File: config.mk
export PLATFORM = sky130hd
export DESIGN_NAME = matmul_tile_loader
export DESIGN_NICKNAME = d
export VERILOG_FILES = /design/src/rtl/mx_tile_pkg.sv /design/src/rtl/matmul_tile_loader_tile_row_buffer.sv /design/src/rtl/matmul_tile_loader.sv
export SDC_FILE = /design/constraint.sdc
export NUM_CORES = 1
export LEC_CHECK = 0
export CAP_MARGIN = 5
export CORE_UTILIZATION = 25
export DETAILED_ROUTE_END_ITERATION = 8
export GPL_TIMING_DRIVEN = 0
export PLACE_DENSITY = 0.61
export SLEW_MARGIN = 30
export SYNTH_ARGS = -nofsm -noshare
export SYNTH_HDL_FRONTEND = slang
export SYNTH_SLANG_ARGS = --single-unit
File: constraint.sdc
create_clock -name i_clk -period 2.21 [get_ports i_clk]
set_input_delay 0.442 -clock i_clk [delete_from_list [all_inputs] [get_ports i_clk]]
set_output_delay 0.442 -clock i_clk [all_outputs]
set_load 0.02 [all_outputs]
File: src/rtl/mx_tile_pkg.sv
// mx_tile_pkg: definitions shared by the matmul tile loader and its row buffers.
//   tile_state_e : tile loader FSM states (LOAD collects beats, FULL presents the tile).
//   elem_t/scale_t : default element and shared-scale containers.
//   block_idx()  : maps a row index to the MX block that contains it.
package mx_tile_pkg;

  typedef enum logic [0:0] {
    LOAD = 1'b0,
    FULL = 1'b1
  } tile_state_e;

  localparam int unsigned BIT_WIDTH   = 8;
  localparam int unsigned SCALE_WIDTH = 8;

  typedef logic [BIT_WIDTH-1:0]   elem_t;
  typedef logic [SCALE_WIDTH-1:0] scale_t;

  // Block that holds a given row when blocks are blk_size rows tall.
  function automatic int unsigned block_idx(input int unsigned row, input int unsigned blk_size);
    return row / blk_size;
  endfunction

endpackage

File: src/rtl/matmul_tile_loader_tile_row_buffer.sv
// tile_row_buffer: collects up to depth row beats over a valid/ready stream.
//   clk, rst_n        : clock, synchronous active-low reset
//   load_en           : the owning FSM is collecting beats
//   clear             : restart the row counter (tile handed off)
//   valid/ready       : row beat handshake; ready depends on registered state only
//   row, scale        : beat payload; scale is captured every stride-th row
//   full_next         : all rows are in once this cycle's beat (if any) lands
//   rows, scales      : registered storage, held until overwritten
module tile_row_buffer
  import mx_tile_pkg::*;
#(
  parameter int unsigned depth   = 4,
  parameter int unsigned row_w   = 64,
  parameter int unsigned scale_w = 32,
  parameter int unsigned stride  = 1
) (
  input  logic                                clk,
  input  logic                                rst_n,
  input  logic                                load_en,
  input  logic                                clear,
  input  logic                                valid,
  output logic                                ready,
  input  logic [row_w-1:0]                    row,
  input  logic [scale_w-1:0]                  scale,
  output logic                                full_next,
  output logic [depth-1:0][row_w-1:0]         rows,
  output logic [depth/stride-1:0][scale_w-1:0] scales
);

  localparam int unsigned cw     = $clog2(depth + 1);
  localparam int unsigned sdepth = depth / stride;
  localparam int unsigned iw     = (depth > 1) ? $clog2(depth) : 1;
  localparam int unsigned siw    = (sdepth > 1) ? $clog2(sdepth) : 1;

  logic [cw-1:0]                     cnt_r;
  logic [depth-1:0][row_w-1:0]       rows_r;
  logic [sdepth-1:0][scale_w-1:0]    scales_r;
  logic                              accept_s;
  logic                              scale_we_s;
  logic [iw-1:0]                     row_idx_s;
  logic [siw-1:0]                    scale_idx_s;

  // The counter saturates at depth, which is what drops ready.
  assign ready       = load_en && (cnt_r < cw'(depth));
  assign accept_s    = valid && ready;
  assign row_idx_s   = cnt_r[iw-1:0];
  // Only the first row of each block carries the block's scale.
  assign scale_we_s  = accept_s && ((32'(cnt_r) % stride) == 32'd0);
  assign scale_idx_s = siw'(block_idx(32'(cnt_r), stride));
  assign full_next   = (cnt_r == cw'(depth)) || (accept_s && (cnt_r == cw'(depth - 1)));
  assign rows        = rows_r;
  assign scales      = scales_r;

  // Row counter and row/scale storage.
  always_ff @(posedge clk) begin
    if (!rst_n) begin
      cnt_r    <= '0;
      rows_r   <= '0;
      scales_r <= '0;
    end else begin
      if (clear) begin
        cnt_r <= '0;
      end else if (accept_s) begin
        cnt_r <= cnt_r + cw'(1);
      end
      if (accept_s) begin
        rows_r[row_idx_s] <= row;
      end
      if (scale_we_s) begin
        scales_r[scale_idx_s] <= scale;
      end
    end
  end

endmodule

File: src/rtl/matmul_tile_loader.sv
// matmul_tile_loader: staging buffer that assembles one A/B/S_A/S_B tile for
// matmul_fp from two independent row streams and presents it under valid/ready.
//   i_clk, i_rst_n              : clock, synchronous active-low reset
//   i_a_valid/o_a_ready, i_a_row, i_s_a_row : A row stream with per-block A scales
//   i_b_valid/o_b_ready, i_b_row, i_s_b_row : B row stream with block B scales
//   o_tile_valid/i_tile_ready   : tile handshake
//   o_A, o_B, o_S_A, o_S_B      : registered tile arrays, stable while o_tile_valid
module matmul_tile_loader
  import mx_tile_pkg::*;
#(
  parameter  int unsigned x_rows         = 4,
  parameter  int unsigned vec_elem_count = 8,
  parameter  int unsigned y_cols         = 2,
  parameter  int unsigned k              = 2,
  parameter  int unsigned bit_width      = 8,
  parameter  int unsigned scale_width    = 8,
  localparam int unsigned block_count    = vec_elem_count / k
) (
  input  logic                                                    i_clk,
  input  logic                                                    i_rst_n,
  input  logic                                                    i_a_valid,
  output logic                                                    o_a_ready,
  input  logic [vec_elem_count-1:0][bit_width-1:0]                i_a_row,
  input  logic [block_count-1:0][scale_width-1:0]                 i_s_a_row,
  input  logic                                                    i_b_valid,
  output logic                                                    o_b_ready,
  input  logic [y_cols-1:0][bit_width-1:0]                        i_b_row,
  input  logic [y_cols-1:0][scale_width-1:0]                      i_s_b_row,
  output logic                                                    o_tile_valid,
  input  logic                                                    i_tile_ready,
  output logic [x_rows-1:0][vec_elem_count-1:0][bit_width-1:0]    o_A,
  output logic [vec_elem_count-1:0][y_cols-1:0][bit_width-1:0]    o_B,
  output logic [x_rows-1:0][block_count-1:0][scale_width-1:0]     o_S_A,
  output logic [block_count-1:0][y_cols-1:0][scale_width-1:0]     o_S_B
);

  if ((vec_elem_count % k) != 0) begin : g_bad_k
    $error("matmul_tile_loader: k must divide vec_elem_count");
  end

  tile_state_e state_r;
  tile_state_e state_next_s;
  logic        tile_valid_r;
  logic        tile_take_s;
  logic        load_en_s;
  logic        a_full_next_s;
  logic        b_full_next_s;

  assign load_en_s    = (state_r == LOAD);
  assign o_tile_valid = tile_valid_r;

  tile_row_buffer #(
    .depth   (x_rows),
    .row_w   (vec_elem_count * bit_width),
    .scale_w (block_count * scale_width),
    .stride  (1)
  ) u_a_buf (
    .clk       (i_clk),
    .rst_n     (i_rst_n),
    .load_en   (load_en_s),
    .clear     (tile_take_s),
    .valid     (i_a_valid),
    .ready     (o_a_ready),
    .row       (i_a_row),
    .scale     (i_s_a_row),
    .full_next (a_full_next_s),
    .rows      (o_A),
    .scales    (o_S_A)
  );

  tile_row_buffer #(
    .depth   (vec_elem_count),
    .row_w   (y_cols * bit_width),
    .scale_w (y_cols * scale_width),
    .stride  (k)
  ) u_b_buf (
    .clk       (i_clk),
    .rst_n     (i_rst_n),
    .load_en   (load_en_s),
    .clear     (tile_take_s),
    .valid     (i_b_valid),
    .ready     (o_b_ready),
    .row       (i_b_row),
    .scale     (i_s_b_row),
    .full_next (b_full_next_s),
    .rows      (o_B),
    .scales    (o_S_B)
  );

  // Next state: fill completes counting this cycle's beats; FULL waits for the consumer.
  always_comb begin
    state_next_s = state_r;
    tile_take_s  = 1'b0;
    case (state_r)
      LOAD: begin
        if (a_full_next_s && b_full_next_s) begin
          state_next_s = FULL;
        end else begin
          state_next_s = LOAD;
        end
      end
      FULL: begin
        if (i_tile_ready) begin
          state_next_s = LOAD;
          tile_take_s  = 1'b1;
        end else begin
          state_next_s = FULL;
        end
      end
      default: begin
        state_next_s = LOAD;
      end
    endcase
  end

  // State register and registered tile-valid flag.
  always_ff @(posedge i_clk) begin
    if (!i_rst_n) begin
      state_r      <= LOAD;
      tile_valid_r <= 1'b0;
    end else begin
      state_r      <= state_next_s;
      tile_valid_r <= (state_next_s == FULL);
    end
  end

endmodule

* After elaboration in Yosys (flattened, before gate mapping) *
Index checks and enable logic that the tools add are counted.

word-level totals
  flip-flop bits (word level) = 584
  output and inout bits = 579
  bits of input ports = 133

operators by class
  eq/ne operators = 4
  bitwise logic cells = 2
  add/subtract/negate cells = 2
  reduce and logical (&&, ||, !) cells = 15
  order comparisons = 8
  multiplexer cells = 17

operators with widths
  operator                                                                       count
  128-bit bitwise mux                                                            2
  256-bit bitwise mux                                                            1
  64-bit demux with 2-bit select                                                 1
  64-bit bitwise mux                                                             1
  32-bit demux with 2-bit select                                                 1
  64-bit two-way mux                                                             1
  16-bit demux with 3-bit select                                                 1
  16-bit demux with 2-bit select                                                 1
  32-bit zero test                                                               1
  16-bit two-way mux                                                             2
  32-bit two-way mux                                                             1
  1-bit logical AND                                                              11
  2-bit by 3-bit less-than comparator with 1-bit output (second input constant)  2
  4-bit by 1-bit adder with 4-bit output (second input constant)                 1
  4-bit by 3-bit == test with 1-bit output (second input constant)               1
  4-bit == test (second input constant)                                          1
  2-bit by 1-bit >= comparator with 1-bit output (second input constant)         2
  3-bit by 4-bit less-than comparator with 1-bit output (second input constant)  1
  4-bit less-than comparator (second input constant)                             1
  1-bit two-way mux                                                              4
  3-bit by 1-bit adder with 3-bit output (second input constant)                 1
  3-bit by 2-bit == test with 1-bit output (second input constant)               1
  3-bit == test (second input constant)                                          1
  3-bit by 1-bit >= comparator with 1-bit output (second input constant)         1
  5 further kinds                                                                7

* Longest topological paths before layout *
Gate-level depths: netlist of the first run.

  word-level depth = 8
  gate-level depth with buffers = 8

* Hierarchy *
From an unflattened synthesis of the first run, not the netlist that was laid out.

second synthesis, totals
  cells, all modules = 2068
  area total of the unflattened synthesis = 21356.7 um2

modules (own cells, without submodules)
  module                     cells an instance  times used  area an instance (um2)
  tile_row_buffer (u_a_buf)  1373               1           14156.1
  tile_row_buffer (u_b_buf)  690                1           7150.6
  matmul_tile_loader         5                  1           50.0

* Worst setup path before layout of the first run *
Ideal clock, no wire load.

  kind = reg2reg
  start = register u_a_buf.cnt_r[0]
  end = register u_a_buf.scales_r, in the netlist u_a_buf.scales[15]
  clock period less this slack = 1.477 ns
  buffers on the path = 3
  setup slack = 0.733 ns
  stages on the path, launching flop included = 9
  arrival = 1.407 ns
  path through = dfxtp_1 -> inv_1 -> ha_1 -> nand4bb_1 -> buf_2 -> buf_4 -> buf_2 -> nand3_1 -> o21ai_1

between the ends
  cells in the longest elaborated chain, start to end = 5
  elaborated cells between the ends (all ways) = 9
  classes of those cells = order compare: 3; mux: 3; reduce/logical: 3

ends and longest elaborated chain
  what                                                                                                                                                  line                                      source
  start, declared                                                                                                                                       matmul_tile_loader_tile_row_buffer.sv:35  logic [cw-1:0] cnt_r;
  start signal, assigned                                                                                                                                matmul_tile_loader_tile_row_buffer.sv:64  cnt_r <= cnt_r + cw'(1);
  2-bit by 3-bit less-than comparator with 1-bit output (not written as such) / 2-bit by 1-bit >= comparator with 1-bit output (equally long branches)  matmul_tile_loader_tile_row_buffer.sv:70  scales_r[scale_idx_s] <= scale;
  1-bit logical AND (not written as such)                                                                                                               matmul_tile_loader_tile_row_buffer.sv:70
  32-bit two-way mux (not written as such)                                                                                                              matmul_tile_loader_tile_row_buffer.sv:70
  32-bit demux with 2-bit select                                                                                                                        -
  128-bit bitwise mux                                                                                                                                   matmul_tile_loader_tile_row_buffer.sv:70
  end signal, assigned by index                                                                                                                         matmul_tile_loader_tile_row_buffer.sv:70
  end, declared                                                                                                                                         matmul_tile_loader_tile_row_buffer.sv:37  logic [sdepth-1:0][scale_w-1:0] scales_r;

Parallel ways exist; a longest one is shown, timed or not.
A chain may end at the register's enable or synchronous reset.

* Worst setup path in the final report of the first run *
  start = register u_a_buf.rows_r, in the netlist u_a_buf.rows[128]
  end = output o_A[128] (netlist bit)

RTL lines
  what                             line                                      source
  start, declared                  matmul_tile_loader_tile_row_buffer.sv:36  logic [depth-1:0][row_w-1:0] rows_r;
  start signal, assigned by index  matmul_tile_loader_tile_row_buffer.sv:67  rows_r[row_idx_s] <= row;
  end, declared                    matmul_tile_loader.sv:31                  output logic [x_rows-1:0][vec_elem_count-1:0][bit_width-1:0] o_A,

No word-level cell between the ends.

==> results of run 1 <==
worst max-delay path by stage:
stage                        start                   to  depth (start not counted)
2_1_floorplan     u_a_buf.cnt_r[0]   u_a_buf.scales[15]                          8
5_1_grt           u_a_buf.cnt_r[2]  u_a_buf.scales[117]                          6
6_report         u_a_buf.rows[128]             o_A[128]                          1
3_5_place_dp             i_a_valid   u_a_buf.scales[50]                          7
4_1_cts        u_a_buf.scales[124]           o_S_A[124]                          1
3_3_place_gp             i_a_valid   u_a_buf.scales[50]                          7
Yosys cell counts (all sizes together):
master	instances	area share (%)
a21bo	1	0.050
a21oi	3	0.075
and4	1	0.044
and4bb	2	0.13
buf	72	2.1
clkbuf	109	2.1
dfxtp	584	59
ha	7	0.44
inv	5	0.094
mux2i	194	9.7
nand2	326	6.2
nand3	385	9.7
nand3b	2	0.075
nand4	1	0.063
nand4bb	4	0.23
nor2	8	0.15
nor2b	2	0.075
nor3b	2	0.075
nor4b	1	0.12
nor4bb	1	0.050
o21a	1	0.038
o21ai	385	9.7
o21ba	1	0.050
or3b	1	0.044
xnor2	3	0.13
layout make-up:
type	count	area share [%]
inverters	5	0.0613
clock inverters	17	0.837
multi-input cells	1331	24.1
repair buffers	711	23.2
plain buffers	181	2.86
diodes	4	0.0327
well taps	1050	4.29
flip-flops and latches	584	38.2
clock buffers	99	6.39
flip-flops by register name (all words and copies together), names as in the netlist:
signal	cells
u_b_buf.cnt_r	4
u_a_buf.cnt_r	3
u_b_buf.rows	128
o_tile_valid	1
u_a_buf.scales	128
u_b_buf.scales	64
u_a_buf.rows	256
metrics by stage:
stage / hold slack, ps / setup WS [ps] / total power (uW) / area, um^2
finish: 452 / 59.7 / 25800 / 30600
global route: 464 / -25.0 / 26600 / 30600
CTS: 414 / 4.78 / 26000 / 30600
floorplan: 514 / 733 / 12800 / 19900
detailed placement: 447 / -966 / 14700 / 28300
global placement: 441 / -958 / 14700 / 28300
where the power goes:
group	internal (uW)	switching, uW
logic	1230	2090
registers	11000	240
clock network	6560	4690
kinds of logic (layout without fill, tap and decap cells):
group	count (synthesis)	after routing	synth area share, %
buffers and inverters	186	1013	4.20
adder cells (fa/ha/maj)	7	7	0.440
XOR/XNOR	3	3	0.132
flip-flops	584	584	58.7
AND/OR/NAND/NOR	736	736	16.9
multiplexers	194	194	9.75
AO/OA/AOI/OAI	391	391	9.89
other	0	4	0
repair_timing:
item / 4_1_cts / 5_1_grt
pin swaps: 0 / 0
gates cloned: 0 / 0
gates resized for setup: 27 / 9
setup endpoints to repair: 293 / 65
metal layers:
metal	GRT usage, %	vias to the layer above	part of all wire [%]
met4	10.2	0	4.6
li1	-	8799	-
met1	26.5	9135	41
met3	6.06	192	7.5
met5	0	-	0
met2	37.3	747	47
==> results.sh, run 1 <==
export IMPL_final_nets=3022
export IMPL_wirelength_mm=93.2
export IMPL_yosysWarnings=0
export IMPL_overflow=0
export IMPL_worstHoldPathType="input pin to flip-flop"
export IMPL_die_w_um=284
export IMPL_antenna_found_initial=5
export IMPL_routedWlPerCell_um=23.4
export IMPL_holdBufCountCts=0
export IMPL_cts_tree="built"
export IMPL_cts_buffer_depth=3
export IMPL_fmax_mhz=465
export IMPL_grt_pass1_vias=18542
export IMPL_ant_nets=0
export IMPL_drt_pass1_iter_count=5
export IMPL_finalCritPeriodShare_pct=97.3
export IMPL_critPathRequiredTime_ps=1770
export IMPL_worstMarginPinSlew_ps=1060
export IMPL_max_slew_margin_pct=29.4
export IMPL_fin_cells=3982
export IMPL_placedCellCount=3861
export IMPL_min_to="u_a_buf.rows[246]"
export IMPL_r2r_end="u_a_buf.scales[121]"
export IMPL_gp_congestion=0.890
export IMPL_r2r_start="u_a_buf.cnt_r[0]"
export IMPL_clock_sinks=584
export IMPL_port_buffers=710
export IMPL_critPathKind="flip-flop to primary output"
export IMPL_insertion_delay_ps=620
export IMPL_crit_path_max_fanout=2
export IMPL_synthesis_area_mm2=0.0199
export IMPL_synth_cell_type_count=31
export IMPL_drive_above_1_share_pct=6.25
export IMPL_post_route_min_period_ps=2150
export IMPL_final_seq_area_mm2=0.0117
export IMPL_die_area_mm2=0.0808
export IMPL_hold_path_depth=3
export IMPL_mostFrequentLayoutCell="clkdlybuf4s50_1"
export IMPL_critPathSlowestCell="clkdlybuf4s50_1"
export IMPL_tns_ps=0
export IMPL_post_route_util_pct=38.8
export IMPL_slew_violations=0
export IMPL_drc=0
export IMPL_synth_area_per_cell_um2=9.48
export IMPL_syn_to_final_growth_pct=53.8
export IMPL_r2r_cells=7
export IMPL_peakVddDrop_mv=0.638
export IMPL_ioPinCount=712
export IMPL_die_h_um=284
export IMPL_multi_input_area_mm2=0.00740
export IMPL_cts_root_buffer="clkbuf_16"
export IMPL_worstPathCellList="clkdlybuf4s50_1"
export IMPL_fill_cells=8057
export IMPL_path_clk_slew_ps=60
export IMPL_ys_ff_latch=584
export IMPL_dp_hpwl_mm=70.5
export IMPL_initial_utilization_pct=25.3
export IMPL_synth_nets=2241
export IMPL_grt_use_total_pct=22.3
export IMPL_hold_start="i_a_row[54]"
export IMPL_grt_max_degree=14
export IMPL_final_cell_mix="705 x clkdlybuf4s50_1, 583 x dfxtp_1, 385 x nand3_1, 322 x nand2_1, 260 x o21ai_0"
export IMPL_h_tree_depth=3
export IMPL_rows=103
export IMPL_grt_first_pass_wirelength_mm=132
export IMPL_vias_per_cell=4.74
export IMPL_power_density_mw_per_mm2=841
export IMPL_cap_violations=0
export IMPL_syn_inst=2101
export IMPL_drt_iter0_drc=1135
export IMPL_reg2reg_slack_ps=90
export IMPL_start_kind="flip-flop"
export IMPL_finalSetupViolCount=0
export IMPL_crit_family="buffers and inverters"
export IMPL_rsz0062_at_grt="yes"
export IMPL_outcome="finished clean"
export IMPL_yosysSeqAreaShare_pct=58.7
export IMPL_core_area_mm2=0.0789
export IMPL_max_stage_delay_ps=770
export IMPL_finalHoldViolations=0
export IMPL_post_cts_repair_setup_buffers=0
export IMPL_end_kind="primary output"
export IMPL_leakage_uw=0.0118
export IMPL_cp_num_buf_inv=1
export IMPL_finClkSkew_ps=36.6
export IMPL_worstPathArrival_ps=1710
export IMPL_vias=18873
export IMPL_cts_buffers=68
Power figures use the tool's default switching activity.
==> inputs of run 2 (changes only) <==
- clock period: 2.21 -> 2.2 ns (I/O delays scaled with it)
==> results.sh, run 2 (same netlist as run 1, synthesis figures left out) <==
export IMPL_outcome="finished clean"
export IMPL_worstHoldPathType="input pin to flip-flop"
export IMPL_die_h_um=284
export IMPL_finalHoldViolations=0
export IMPL_slew_violations=0
export IMPL_vias=18876
export IMPL_post_route_min_period_ps=2150
export IMPL_port_buffers=710
export IMPL_drt_met1_wl_mm=37.8
export IMPL_antenna_found_initial=5
export IMPL_crit_path_max_fanout=2
export IMPL_ioPinCount=712
export IMPL_h_tree_depth=3
export IMPL_fin_cells=3982
export IMPL_final_cell_mix="703 x clkdlybuf4s50_1, 583 x dfxtp_1, 385 x nand3_1, 322 x nand2_1, 260 x o21ai_0"
export IMPL_grt_use_total_pct=22.3
export IMPL_finalSetupViolCount=0
export IMPL_critPathSlowestCell="clkdlybuf4s50_1"
export IMPL_tns_ps=0
export IMPL_power_density_mw_per_mm2=845
export IMPL_worstPathArrival_ps=1710
export IMPL_drt_pass1_iter_count=5
export IMPL_crit_start="u_a_buf.rows[128]"
export IMPL_insertion_delay_ps=620
export IMPL_grt_pass1_vias=18542
export IMPL_die_w_um=284
export IMPL_finalCritPeriodShare_pct=97.7
export IMPL_wirelength_mm=93.2
export IMPL_die_area_mm2=0.0808
export IMPL_max_stage_delay_ps=770
export IMPL_routed_top_layer="met4"
export IMPL_worstMarginPinSlew_ps=1050
export IMPL_syn_to_final_growth_pct=53.8
export IMPL_placedCellCount=3861
export IMPL_clock_sinks=584
export IMPL_drc=0
export IMPL_post_cts_repair_setup_buffers=0
export IMPL_routedWlPerCell_um=23.4
export IMPL_initial_utilization_pct=25.3
export IMPL_rsz0062_at_grt="yes"
export IMPL_drive_above_1_share_pct=6.32
export IMPL_cts_buffer_depth=3
export IMPL_end_kind="primary output"
export IMPL_peakVddDrop_mv=0.641
export IMPL_rows=103
export IMPL_crit_family="buffers and inverters"
export IMPL_cts_tree="built"
export IMPL_route_met2_wl_mm=44.1
export IMPL_p_total_uw=25900
export IMPL_cts_buffers=68
export IMPL_path_clk_slew_ps=60
export IMPL_cap_violations=0
export IMPL_cts_root_buffer="clkbuf_16"
export IMPL_grt_max_degree=14
export IMPL_largest_reg_flops=256
export IMPL_start_kind="flip-flop"
export IMPL_leakage_uw=0.0118
export IMPL_r2r_start="u_a_buf.cnt_r[0]"
export IMPL_core_area_mm2=0.0789
export IMPL_finClkSkew_ps=37.1
export IMPL_worstPathCellList="clkdlybuf4s50_1"
export IMPL_hold_start="i_a_row[54]"
export IMPL_fmax_mhz=465
export IMPL_final_nets=3022
export IMPL_max_slew_margin_pct=30.2
export IMPL_drt_iter0_drc=1137
export IMPL_mostFrequentLayoutCell="clkdlybuf4s50_1"
export IMPL_post_route_util_pct=38.9
export IMPL_critPathKind="flip-flop to primary output"
export IMPL_dr_wl_met3_mm=7.03
export IMPL_dp_hpwl_mm=70.5
export IMPL_cp_num_buf_inv=1
export IMPL_ant_nets=0
export IMPL_critPathRequiredTime_ps=1760
export IMPL_fin_hold_ws_ps=450
export IMPL_overflow=0
export IMPL_grt_first_pass_wirelength_mm=132
export IMPL_vias_per_cell=4.74
export IMPL_gp_congestion=0.890
==> run 2: cell types whose count changed in the layout (fill, tap and decap cells not counted), sizes merged <==
cell,delta
clkdlybuf4s50,-2
dlygate4sd2,+2
==> run 2: power breakdown <==
| group | switching [uW] | internal [uW] | total [uW] |
|---|---|---|---|
| clock | 4710 | 6590 | 11300 |
| sequential | 241 | 11000 | 11200 |
| combinational | 2100 | 1240 | 3340 |
| total | 7050 | 18800 | 25900 |
==> run 2: timing repair <==
action                                  4_1_cts  5_1_grt
endpoints found under the setup margin      307       82
hold buffers                                  0        0
gates resized for setup                      30       10
==> run 2: metal layers <==
layer	vias to the layer above	GRT usage, %
li1	8799	-
met1	9141	26.5
met2	741	37.3
met3	195	6.06
met4	0	10.2
met5	-	0
==> run 2: worst paths after layout <==
| kind | slack [ps] | to | cells past startpoint |
|---|---|---|---|
| max | 50 | o_A[128] | 1 |
| min | 450 | u_a_buf.rows[246] | 3 |
| max reg2reg | 80 | u_a_buf.scales[121] | 7 |
| min reg2reg | 460 | u_b_buf.scales[15] | 2 |
==> run 2: per-stage QoR <==
step / instance area [um^2] / worst slack, ps
after detailed placement: 28300 / -974
after CTS: 30600 / 13.9
after global placement: 28300 / -966
after global routing: 30600 / -33.6
after floorplan: 19900 / 723
final: 30600 / 51.5
==> run 2: cell type report <==
type                    count  area, um^2
clock inverters            17         256
repair buffers            711        7110
fillers                  8060       48200
diodes                      4        10.0
inverters                   5        18.8
flip-flops and latches    584       11700
multi-input cells        1331        7400
well taps                1050        1310
clock buffers              99        1960
plain buffers             181         877
==> inputs of run 3 (changes only) <==
- HOLD_SLACK_MARGIN: not set -> 0.08
- SKIP_LAST_GASP: not set -> 1
==> results of run 3 <==
The final DEF is identical to that of run 2; final timing and power are the same.
Among the figures that moved: number of gates resized after CTS 30 -> 29
